File: config.mk
export PLATFORM = sky130hd
export DESIGN_NAME = bcd_calc_sequencer_flat
export DESIGN_NICKNAME = d
export VERILOG_FILES = /design/src/rtl/bcd_calc_sequencer_if.sv /design/src/rtl/bcd_calc_sequencer.sv /design/src/flat_wrapper.sv
export SDC_FILE = /design/constraint.sdc
export NUM_CORES = 1
export LEC_CHECK = 0
export CAP_MARGIN = 40
export CORE_UTILIZATION = 54
export DETAILED_ROUTE_END_ITERATION = 10
export GPL_ROUTABILITY_DRIVEN = 0
export HOLD_SLACK_MARGIN = 0.08
export PLACE_DENSITY = 0.84
export SLEW_MARGIN = 25
export SYNTH_ARGS = -nofsm -noshare
export SYNTH_HDL_FRONTEND = slang
export SYNTH_SLANG_ARGS = --single-unit
File: constraint.sdc
create_clock -name clk -period 3.1 [get_ports clk]
set_input_delay 0.31 -clock clk [delete_from_list [all_inputs] [get_ports clk]]
set_output_delay 0.31 -clock clk [all_outputs]
set_load 0.005 [all_outputs]
File: src/rtl/bcd_calc_sequencer_if.sv
// Keypad / ALU / display bundle for the BCD calculator sequencer.
// master = sequencer side, slave = keypad + ALU + display side.
interface bcd_calc_sequencer_if #(
  parameter int DIGIT_NUM = 8
);
  logic                   key_valid;
  logic [4:0]             key_code;
  logic                   key_ready;
  logic [4*DIGIT_NUM-1:0] operand0;
  logic                   operand0_sign;
  logic [4*DIGIT_NUM-1:0] operand1;
  logic                   operand1_sign;
  logic [2:0]             operation;
  logic                   op_valid;
  logic [4*DIGIT_NUM-1:0] result;
  logic                   result_sign;
  logic                   flag_ov;
  logic [4*DIGIT_NUM-1:0] display;
  logic                   display_sign;
  logic                   error;

  modport master (
    input  key_valid, key_code, result, result_sign, flag_ov,
    output key_ready, operand0, operand0_sign, operand1, operand1_sign,
           operation, op_valid, display, display_sign, error
  );

  modport slave (
    output key_valid, key_code, result, result_sign, flag_ov,
    input  key_ready, operand0, operand0_sign, operand1, operand1_sign,
           operation, op_valid, display, display_sign, error
  );
endinterface

File: src/rtl/bcd_calc_sequencer.sv
// Keypad-driven operand/operator sequencer in front of a combinational BCD ALU.
// Optional macro CALC_BACKSPACE_EN enables key 18 (backspace) during operand entry.
module bcd_calc_sequencer #(
  parameter int DIGIT_NUM   = 8,
  parameter int ALU_LATENCY = 1
) (
  input  logic                 clk,
  input  logic                 rst_n,
  bcd_calc_sequencer_if.master bus
);
  localparam int W  = 4 * DIGIT_NUM;
  localparam int CW = $clog2(DIGIT_NUM + 1);

  typedef enum logic [2:0] {ENTER_A, OP_SEL, ENTER_B, EXEC, RESULT, ERROR} state_t;

  state_t        state_reg;
  logic [W-1:0]  op0_reg, op1_reg, res_reg, display_reg;
  logic          op0_sign_reg, op1_sign_reg, res_sign_reg, display_sign_reg, pend_sign_reg;
  logic [2:0]    operation_reg, next_op_reg;
  logic [CW-1:0] count_reg;
  logic [3:0]    lat_cnt_reg;
  logic          chain_reg, op_valid_reg, error_reg, key_ready_reg;

  logic          key_fire, is_digit, is_op, is_eq, is_clr, is_neg;
  logic [3:0]    key_digit;
  logic [2:0]    key_op;
  logic [W-1:0]  cur, cur_push, digit_only;
  logic          cur_sign, digit_ok, res_sign_eff;

  assign key_fire  = bus.key_valid && key_ready_reg;
  assign is_digit  = bus.key_code <= 5'd9;
  assign is_op     = (bus.key_code >= 5'd10) && (bus.key_code <= 5'd14);
  assign is_eq     = bus.key_code == 5'd15;
  assign is_clr    = bus.key_code == 5'd16;
  assign is_neg    = bus.key_code == 5'd17;
  assign key_digit = bus.key_code[3:0];
  assign key_op    = 3'(bus.key_code - 5'd10);

  // The entry being edited: operand1 in ENTER_B, operand0 otherwise.
  assign cur          = (state_reg == ENTER_B) ? op1_reg : op0_reg;
  assign cur_sign     = (state_reg == ENTER_B) ? op1_sign_reg : op0_sign_reg;
  assign cur_push     = {cur[W-5:0], key_digit};
  assign digit_only   = {{(W-4){1'b0}}, key_digit};
  assign digit_ok     = (count_reg != CW'(DIGIT_NUM)) && !((key_digit == 4'd0) && (cur == '0));
  assign res_sign_eff = bus.result_sign && (bus.result != '0);

`ifdef CALC_BACKSPACE_EN
  logic         is_bs;
  logic [W-1:0] cur_pop;
  assign is_bs   = bus.key_code == 5'd18;
  assign cur_pop = {4'h0, cur[W-1:4]};
`endif

  always_ff @(posedge clk or negedge rst_n) begin
    if (!rst_n) begin
      state_reg        <= ENTER_A;
      op0_reg          <= '0;
      op1_reg          <= '0;
      res_reg          <= '0;
      display_reg      <= '0;
      op0_sign_reg     <= 1'b0;
      op1_sign_reg     <= 1'b0;
      res_sign_reg     <= 1'b0;
      display_sign_reg <= 1'b0;
      pend_sign_reg    <= 1'b0;
      operation_reg    <= 3'd0;
      next_op_reg      <= 3'd0;
      count_reg        <= '0;
      lat_cnt_reg      <= 4'd0;
      chain_reg        <= 1'b0;
      op_valid_reg     <= 1'b0;
      error_reg        <= 1'b0;
      key_ready_reg    <= 1'b1;
    end else if (key_fire && is_clr) begin
      state_reg        <= ENTER_A;
      op0_reg          <= '0;
      op1_reg          <= '0;
      res_reg          <= '0;
      display_reg      <= '0;
      op0_sign_reg     <= 1'b0;
      op1_sign_reg     <= 1'b0;
      res_sign_reg     <= 1'b0;
      display_sign_reg <= 1'b0;
      pend_sign_reg    <= 1'b0;
      operation_reg    <= 3'd0;
      next_op_reg      <= 3'd0;
      count_reg        <= '0;
      lat_cnt_reg      <= 4'd0;
      chain_reg        <= 1'b0;
      op_valid_reg     <= 1'b0;
      error_reg        <= 1'b0;
      key_ready_reg    <= 1'b1;
    end else begin
      case (state_reg)
        ENTER_A, ENTER_B: if (key_fire) begin
          if (is_digit && digit_ok) begin
            if (state_reg == ENTER_A) op0_reg <= cur_push;
            else                      op1_reg <= cur_push;
            count_reg   <= count_reg + CW'(1);
            display_reg <= cur_push;
          end else if (is_neg && (cur != '0)) begin
            if (state_reg == ENTER_A) op0_sign_reg <= ~cur_sign;
            else                      op1_sign_reg <= ~cur_sign;
            display_sign_reg <= ~cur_sign;
          end else if (is_op && (state_reg == ENTER_A)) begin
            operation_reg <= key_op;
            pend_sign_reg <= 1'b0;
            state_reg     <= OP_SEL;
          end else if ((is_op || is_eq) && (state_reg == ENTER_B)) begin
            chain_reg     <= is_op;
            next_op_reg   <= key_op;
            op_valid_reg  <= 1'b1;
            key_ready_reg <= 1'b0;
            lat_cnt_reg   <= 4'(ALU_LATENCY);
            state_reg     <= EXEC;
          end
`ifdef CALC_BACKSPACE_EN
          else if (is_bs && (count_reg != '0)) begin
            if (state_reg == ENTER_A) op0_reg <= cur_pop;
            else                      op1_reg <= cur_pop;
            count_reg   <= count_reg - CW'(1);
            display_reg <= cur_pop;
            if (cur_pop == '0) begin
              if (state_reg == ENTER_A) op0_sign_reg <= 1'b0;
              else                      op1_sign_reg <= 1'b0;
              display_sign_reg <= 1'b0;
            end
          end
`endif
        end
        OP_SEL: if (key_fire) begin
          if (is_op) begin
            operation_reg <= key_op;
          end else if (is_digit) begin
            // First digit of B starts a fresh entry carrying any pre-typed sign.
            op1_reg          <= digit_only;
            op1_sign_reg     <= pend_sign_reg;
            count_reg        <= CW'(key_digit != 4'd0);
            display_reg      <= digit_only;
            display_sign_reg <= pend_sign_reg;
            state_reg        <= ENTER_B;
          end else if (is_neg) begin
            pend_sign_reg <= ~pend_sign_reg;
          end
        end
        EXEC: begin
          op_valid_reg <= 1'b0;
          if (lat_cnt_reg != 4'd0) begin
            lat_cnt_reg <= lat_cnt_reg - 4'd1;
          end else begin
            key_ready_reg <= 1'b1;
            if (bus.flag_ov) begin
              error_reg        <= 1'b1;
              display_reg      <= '0;
              display_sign_reg <= 1'b0;
              state_reg        <= ERROR;
            end else begin
              res_reg          <= bus.result;
              res_sign_reg     <= res_sign_eff;
              display_reg      <= bus.result;
              display_sign_reg <= res_sign_eff;
              if (chain_reg) begin
                op0_reg       <= bus.result;
                op0_sign_reg  <= res_sign_eff;
                operation_reg <= next_op_reg;
                pend_sign_reg <= 1'b0;
                state_reg     <= OP_SEL;
              end else begin
                state_reg <= RESULT;
              end
            end
          end
        end
        RESULT: if (key_fire) begin
          if (is_digit) begin
            op0_reg          <= digit_only;
            op0_sign_reg     <= 1'b0;
            op1_reg          <= '0;
            op1_sign_reg     <= 1'b0;
            operation_reg    <= 3'd0;
            count_reg        <= CW'(key_digit != 4'd0);
            display_reg      <= digit_only;
            display_sign_reg <= 1'b0;
            state_reg        <= ENTER_A;
          end else if (is_op) begin
            op0_reg       <= res_reg;
            op0_sign_reg  <= res_sign_reg;
            operation_reg <= key_op;
            pend_sign_reg <= 1'b0;
            state_reg     <= OP_SEL;
          end else if (is_neg && (res_reg != '0)) begin
            res_sign_reg     <= ~res_sign_reg;
            display_sign_reg <= ~res_sign_reg;
          end
        end
        ERROR:   ;
        default: state_reg <= ENTER_A;
      endcase
    end
  end

  assign bus.key_ready     = key_ready_reg;
  assign bus.operand0      = op0_reg;
  assign bus.operand0_sign = op0_sign_reg;
  assign bus.operand1      = op1_reg;
  assign bus.operand1_sign = op1_sign_reg;
  assign bus.operation     = operation_reg;
  assign bus.op_valid      = op_valid_reg;
  assign bus.display       = display_reg;
  assign bus.display_sign  = display_sign_reg;
  assign bus.error         = error_reg;
endmodule

File: src/flat_wrapper.sv
// flat-port wrapper written by rule: the top's interface ports become plain ports
module bcd_calc_sequencer_flat 
#(
  parameter int DIGIT_NUM   = 8,
  parameter int ALU_LATENCY = 1
)
  (clk, rst_n, bus_key_valid, bus_key_code, bus_result, bus_result_sign, bus_flag_ov, bus_key_ready, bus_operand0, bus_operand0_sign, bus_operand1, bus_operand1_sign, bus_operation, bus_op_valid, bus_display, bus_display_sign, bus_error);
  bcd_calc_sequencer_if #(.DIGIT_NUM(DIGIT_NUM)) bus_i ();
  input  logic clk;
  input  logic rst_n;
  input wire logic [$bits(bus_i.key_valid)-1:0] bus_key_valid;
  input wire logic [$bits(bus_i.key_code)-1:0] bus_key_code;
  input wire logic [$bits(bus_i.result)-1:0] bus_result;
  input wire logic [$bits(bus_i.result_sign)-1:0] bus_result_sign;
  input wire logic [$bits(bus_i.flag_ov)-1:0] bus_flag_ov;
  output wire logic [$bits(bus_i.key_ready)-1:0] bus_key_ready;
  output wire logic [$bits(bus_i.operand0)-1:0] bus_operand0;
  output wire logic [$bits(bus_i.operand0_sign)-1:0] bus_operand0_sign;
  output wire logic [$bits(bus_i.operand1)-1:0] bus_operand1;
  output wire logic [$bits(bus_i.operand1_sign)-1:0] bus_operand1_sign;
  output wire logic [$bits(bus_i.operation)-1:0] bus_operation;
  output wire logic [$bits(bus_i.op_valid)-1:0] bus_op_valid;
  output wire logic [$bits(bus_i.display)-1:0] bus_display;
  output wire logic [$bits(bus_i.display_sign)-1:0] bus_display_sign;
  output wire logic [$bits(bus_i.error)-1:0] bus_error;
  assign bus_i.key_valid = bus_key_valid;
  assign bus_i.key_code = bus_key_code;
  assign bus_i.result = bus_result;
  assign bus_i.result_sign = bus_result_sign;
  assign bus_i.flag_ov = bus_flag_ov;
  assign bus_key_ready = bus_i.key_ready;
  assign bus_operand0 = bus_i.operand0;
  assign bus_operand0_sign = bus_i.operand0_sign;
  assign bus_operand1 = bus_i.operand1;
  assign bus_operand1_sign = bus_i.operand1_sign;
  assign bus_operation = bus_i.operation;
  assign bus_op_valid = bus_i.op_valid;
  assign bus_display = bus_i.display;
  assign bus_display_sign = bus_i.display_sign;
  assign bus_error = bus_i.error;
  bcd_calc_sequencer #(.DIGIT_NUM(DIGIT_NUM), .ALU_LATENCY(ALU_LATENCY)) u_core (.clk(clk), .rst_n(rst_n), .bus(bus_i));
endmodule
==> flow_metrics.tcl, run 1 <==
set metrics [dict create \
    clock_path_buffers 2 \
    status "finished, final reports clean" \
    register_area_mm2 0.003855 \
    drive_above_1_share 0.1304 \
    path_buf_inv 0 \
    peakVddDrop_mv 0.5752 \
    die_y_um 128.4 \
    cp.required_ns 3.44 \
    crit_cells 7 \
    end_kind "flop" \
    routed_wl_mm 29.69 \
    clk_latency_ns 0.44 \
    synth_area_leader_cell "dfrtp_1" \
    crit_fanout 5 \
    fmax_mhz 346.9 \
    initial_core_util 0.5596 \
    rows 45 \
    n_antenna_cell 0 \
    crit_type "reg2reg" \
    skew_ns 0.01311 \
    leakage_nw 4.987 \
    yosys_warnings 0 \
    wl_per_cell_um 21.33 \
    max_stage_delay_ns 0.57 \
    fin_setup_tns_ns 0 \
    finalCriticalPeriod_ns 2.882 \
    multi_input_area_mm2 0.004394 \
    area_growth_pct 31.32 \
    grt_pass1_vias 8576 \
    synth_ff_type "dfrtp_1" \
    path_delay_family "compound AO/OA/AOI/OAI gates" \
    hold_viol 0 \
    ios 147 \
    pwr_density_cell_mw_per_mm2 1098 \
    dieArea_mm2 0.01650 \
    startpoint_type "flop" \
    yosysUniqueCellTypes 60 \
    postSynth.asyncResetShare 1.000 \
    syn_area_mm2 0.008633 \
    synth_seq_cells 154 \
    fin_util 0.7349 \
    worstPathCellList "nor4_2 > nand4_1 > o22a_1 > o31a_1 > nor2_1 > o221ai_1 > a22oi_1" \
    synth-seq-area-share 0.4465 \
    grt_pass1_wl_mm 46.34 \
    hp-class "in2async" \
    rsz0062_at_grt "false" \
    drtIter0Drc 1741 \
    nNetsFinal 1217 \
    globalRouteTotalUtil 0.3689 \
    synth_edf_count 0 \
    numCtsBuffers 17 \
    max_slew.worst_pin.slew_ns 0.6419 \
    slew_headroom 0.5720 \
    synth_nets 1053 \
    syn_area_per_cell_um2 8.599 \
    antenna_found_initial 0 \
    die_x_um 128.4 \
    vias_per_cell 6.550 \
    clk_pin_slew_ns 0.07 \
    post_cts_buffers 0 \
    cts-htree-levels 4 \
    synthTopCellsByArea "dfrtp_1, o21ai_0, nand2_1" \
    period_share 0.9298 \
    cts_num_sinks 154 \
    cts_root_buffer "clkbuf_16" \
    cap_viol_max_count 0 \
    grt_max_degree 88 \
    cts_tree "yes" \
    place_hpwl_mm 20.59 \
    route.detailed.drc 0 \
    finalMaxSlewViolations 0 \
    critPathArrivalTime_ns 3.22 \
    slowest_stage "nor4_2" \
    rrSetupSlack_ns 0.22 \
    hold_slack_ns 0.2453 \
    syn-instance-count 1004 \
    io_buffers 146 \
    grt-ovfl-total 0 \
    setup.worst_path.start "u_core.bus.operand1[4]$_DFFE_PN0P_" \
    ant_nets 0 \
    vias 9118 \
    r2r_cells 7 \
    setup_viol 0 \
    coreArea_mm2 0.01543 \
    yosys.area.top_type_share 0.4435 \
    first_pass_iters 9 \
    r2r-end "u_core.state_reg[1]$_DFFE_PN0P_" \
    reg2reg_from "u_core.bus.operand1[4]$_DFFE_PN0P_" \
    fillerInstances 1124 \
]
[synthesized netlist by cell type, drive strengths merged, types with 3 or more instances]
cell type / number
nand4: 7
nand3b: 3
inv: 42
o211ai: 6
or3: 4
a211oi: 3
a311oi: 15
a21oi: 50
nand2b: 6
o22ai: 4
o21ai: 146
nor4: 32
clkbuf: 48
nand2: 164
nand3: 35
nor2b: 4
a22oi: 3
mux2i: 48
dfrtp: 153
ha: 7
a221oi: 17
o31a: 3
or2: 3
mux2: 38
a22o: 6
nor3: 7
and2: 3
buf: 19
nor2: 91
a32oi: 3
o221ai: 4
[logic make-up after synthesis]
kind of cell	after synthesis	share of synthesized area
and+or+nand+nor	367	0.1897
DFF	154	0.4465
AOI/OAI and AO/OA	281	0.1986
buffers and inverters	109	0.04985
adders and majority gates	7	0.01014
muxes	86	0.1052
[through the flow]
step	power [W]	instances	worst slack, ns	area (µm²)
2_1_floorplan	0.007105	1004	0.6731	8633
3_3_place_gp	0.009893	1357	0.1076	10680
3_5_place_dp	0.01008	1357	0.006541	10680
4_1_cts	0.01222	1390	0.004811	11290
5_1_grt	0.01312	1392	0.1289	11340
6_report	0.01245	1392	0.2175	11340
[per-layer routing]
metal  share of wire  track usage  vias to the layer above
met5               0            0                        -
met4           0.040       0.1592                        0
met3            0.13       0.1040                      135
met2            0.44       0.5437                      781
met1            0.39       0.5098                     4288
li1                -            -                     3914
[worst register-to-register path, cell delays in order (launching register included)]
cell and delay [ns]:
dfrtp_1 0.46, nor4_2 0.57, nand4_1 0.17, o22a_1 0.30, o31a_1 0.38, nor2_1 0.38, o221ai_1 0.28, a22oi_1 0.25
[layout make-up]
class / count / area share
clock buffers: 17 / 0.03752
multi-input cells: 741 / 0.3876
well taps: 211 / 0.02329
flip-flops and latches: 154 / 0.3400
inverters: 42 / 0.01391
clock inverters: 15 / 0.01490
repair buffers: 212 / 0.1828
[power by group]
group          switching (W)  internal, W  total (W)
Clock               0.000995      0.00108    0.00208
Sequential          0.000929      0.00286    0.00379
Combinational        0.00353      0.00305    0.00658
[worst max path at each step]
stage                                           to
2_1_floorplan  u_core.bus.operand1[10]$_DFFE_PN0P_
3_3_place_gp    u_core.bus.display[31]$_DFFE_PN0P_
3_5_place_dp    u_core.bus.display[31]$_DFFE_PN0P_
4_1_cts            u_core.count_reg[1]$_DFFE_PN0P_
5_1_grt          u_core.lat_cnt_reg[0]$_DFFE_PN0P_
6_report           u_core.state_reg[1]$_DFFE_PN0P_
[cell usage in the layout, fill, tap and decap left out, drive strengths merged, types with 3 or more instances in the layout]
cell             n
buf             66
a22oi            3
mux2i           48
nand3b           3
clkinv           6
nand4            7
a21oi           50
nand2          164
nand3           35
nor2            91
dfrtp          153
nor2b            4
clkdlybuf4s50  145
nor3             7
nand2b           6
o31a             3
o221ai           4
a22o             6
o21ai          146
a311oi          15
clkbuf          17
mux2            38
ha               7
o211ai           6
and2             3
inv             50
o22ai            4
or3              4
nor4            32
a221oi          17
a32oi            3
a211oi           3
or2              3
[what timing repair did]
action	CTS	global route
endpoints found under the setup margin	0	52
endpoints found under the hold margin	83	0
hold buffers	1	0
resized for setup	0	2
Power figures use the tool's default switching activity.
==> run 2, diff against run 1 <==
--- a/config.mk
+++ b/config.mk
@@ -6,11 +6,11 @@
 export NUM_CORES = 1
 export LEC_CHECK = 0
 export CAP_MARGIN = 40
-export CORE_UTILIZATION = 54
+export CORE_UTILIZATION = 40
 export DETAILED_ROUTE_END_ITERATION = 10
 export GPL_ROUTABILITY_DRIVEN = 0
 export HOLD_SLACK_MARGIN = 0.08
-export PLACE_DENSITY = 0.84
+export PLACE_DENSITY = 0.66
 export SLEW_MARGIN = 25
 export SYNTH_ARGS = -nofsm -noshare
 export SYNTH_HDL_FRONTEND = slang
==> run 2 against run 1 <==
Net effect: maximum frequency decreased by 0.98%; hold slack improved by 0.19 ns; utilization decreased by 19 points; die area increased by 34%; combinational power decreased by 2%; register-to-register slack got worse by 0.03 ns; cell count increased by 4.9%; sequential share of layout area decreased by 0.24 points; critical path depth unchanged; first-iteration DRC count decreased by 46%; global-route usage decreased by 9.2 points; critical endpoint is now u_core.count_reg[1]$_DFFE_PN0P_; largest power group unchanged.
==> flow_metrics.tcl, run 2 (same netlist as run 1, synthesis figures left out) <==
set metrics [dict create \
    clk_pin_slew_ns 0.08 \
    grt-ovfl-total 0 \
    n_antenna_cell 0 \
    pwr_density_cell_mw_per_mm2 1087 \
    grt_pass1_wl_mm 46.80 \
    leakage_nw 4.986 \
    routed_wl_mm 29.90 \
    nNetsFinal 1221 \
    drtIter0Drc 947 \
    cts_root_buffer "clkbuf_16" \
    antenna_found_initial 0 \
    hold_viol 0 \
    worstSetupEndpoint "u_core.count_reg[1]$_DFFE_PN0P_" \
    ant_nets 0 \
    grt_max_degree 75 \
    hp-class "in2async" \
    fin_util 0.5414 \
    clk_latency_ns 0.44 \
    area_growth_pct 32.25 \
    die_y_um 148.9 \
    initial_core_util 0.4094 \
    cts_num_sinks 154 \
    fin_setup_tns_ns 0 \
    cp.required_ns 3.42 \
    place_hpwl_mm 21.88 \
    multi_input_area_mm2 0.004389 \
    critPathArrivalTime_ns 3.23 \
    coreArea_mm2 0.02109 \
    skew_ns 0.01506 \
    dieArea_mm2 0.02217 \
    vias 8617 \
    r2r-end "u_core.count_reg[1]$_DFFE_PN0P_" \
    finalCriticalPeriod_ns 2.911 \
    clock_path_buffers 2 \
    end_kind "flop" \
    cts-htree-levels 4 \
    globalRouteTotalUtil 0.2766 \
    status "finished, final reports clean" \
    finalMaxSlewViolations 0 \
    crit_fanout 6 \
    fmax_mhz 343.5 \
    route.detailed.drc 0 \
    crit_type "reg2reg" \
    fillerInstances 1945 \
    r2r_cells 7 \
    first_pass_iters 5 \
    die_x_um 148.9 \
    numCtsBuffers 17 \
    layout_common_cells "nand2_1, dfrtp_1, clkdlybuf4s50_1, o21ai_0, nor2_1" \
    ios 147 \
    io_buffers 146 \
    layout_commonest_cell "nand2_1" \
    vias_per_cell 5.902 \
    register_area_mm2 0.003855 \
    setup_viol 0 \
    grt_pass1_vias 8085 \
    rows 53 \
    peakVddDrop_mv 0.5071 \
    drive_above_1_share 0.1325 \
    max_slew.worst_pin.slew_ns 0.7846 \
    rsz0062_at_grt "false" \
    reg2reg_from "u_core.bus.operand0[5]$_DFFE_PN0P_" \
    startpoint_type "flop" \
    cap_viol_max_count 0 \
    setup.worst_path.start "u_core.bus.operand0[5]$_DFFE_PN0P_" \
    post_cts_buffers 0 \
    slew_headroom 0.4763 \
    wl_per_cell_um 20.48 \
    rrSetupSlack_ns 0.19 \
    period_share 0.9390 \
    cts_tree "yes" \
]
run 2: layout make-up:
class                      instances  area share
clock inverter                    15     0.01578
sequential                       154      0.3376
timing repair buffer             216      0.1809
clock buffer                      17     0.03726
multi-input combinational        741      0.3844
inverter                          42     0.01381
tap                              275     0.03014
run 2: routing by layer:
layer | global-route usage | wire (µm)
met5 | 0 | 0
met4 | 0.09898 | 800
met3 | 0.05260 | 2496
met2 | 0.4156 | 13340
met1 | 0.3952 | 13260
run 2: worst min-delay path by stage:
stage,from,to,slack [ns],cells after the start
after global placement,rst_n,u_core.bus.error$_DFFE_PN0P_,0.38,1
final,rst_n,u_core.bus.error$_DFFE_PN0P_,0.44,2
after floorplan,rst_n,u_core.bus.display[0]$_DFFE_PN0P_,0.01,0
after CTS,rst_n,u_core.bus.error$_DFFE_PN0P_,0.49,2
after global routing,rst_n,u_core.bus.error$_DFFE_PN0P_,0.52,2
after detailed placement,rst_n,u_core.bus.error$_DFFE_PN0P_,0.38,1
run 2: timing repair:
action	CTS	global route
endpoints found under the hold margin	70	0
gates resized for setup	0	1
setup endpoints to repair	0	13
hold buffers	1	0
run 2: power breakdown:
group          internal (W)  leakage (nW)  total [W]  switching [W]
Clock               0.00122         0.285    0.00217       0.000953
Sequential          0.00286          1.96    0.00378       0.000917
Combinational       0.00306          2.74    0.00646        0.00340
Total               0.00714          4.99     0.0124        0.00527
run 2: stage by stage:
stage          setup WS (ns)  hold slack (ns)  std cells  instance area [µm²]  power, W
6_report              0.1890           0.4370       1460                11420   0.01241
5_1_grt              0.03491           0.5176       1460                11420   0.01323
4_1_cts               0.1591           0.4866       1460                11410   0.01233
3_5_place_dp         0.04017           0.3838       1427                10800   0.01014
3_3_place_gp         0.09925           0.3839       1427                10790   0.01004
2_1_floorplan         0.6731          0.01441       1004                 8633  0.007105
run 2: worst max-delay path, cell delays in order, from the launching register on:
cell,delay [ns]
dfrtp_1,0.46
nor4_1,0.59
nand4b_1,0.16
o22a_1,0.32
o31ai_1,0.53
a21oi_1,0.25
nor2b_1,0.22
a32o_1,0.27
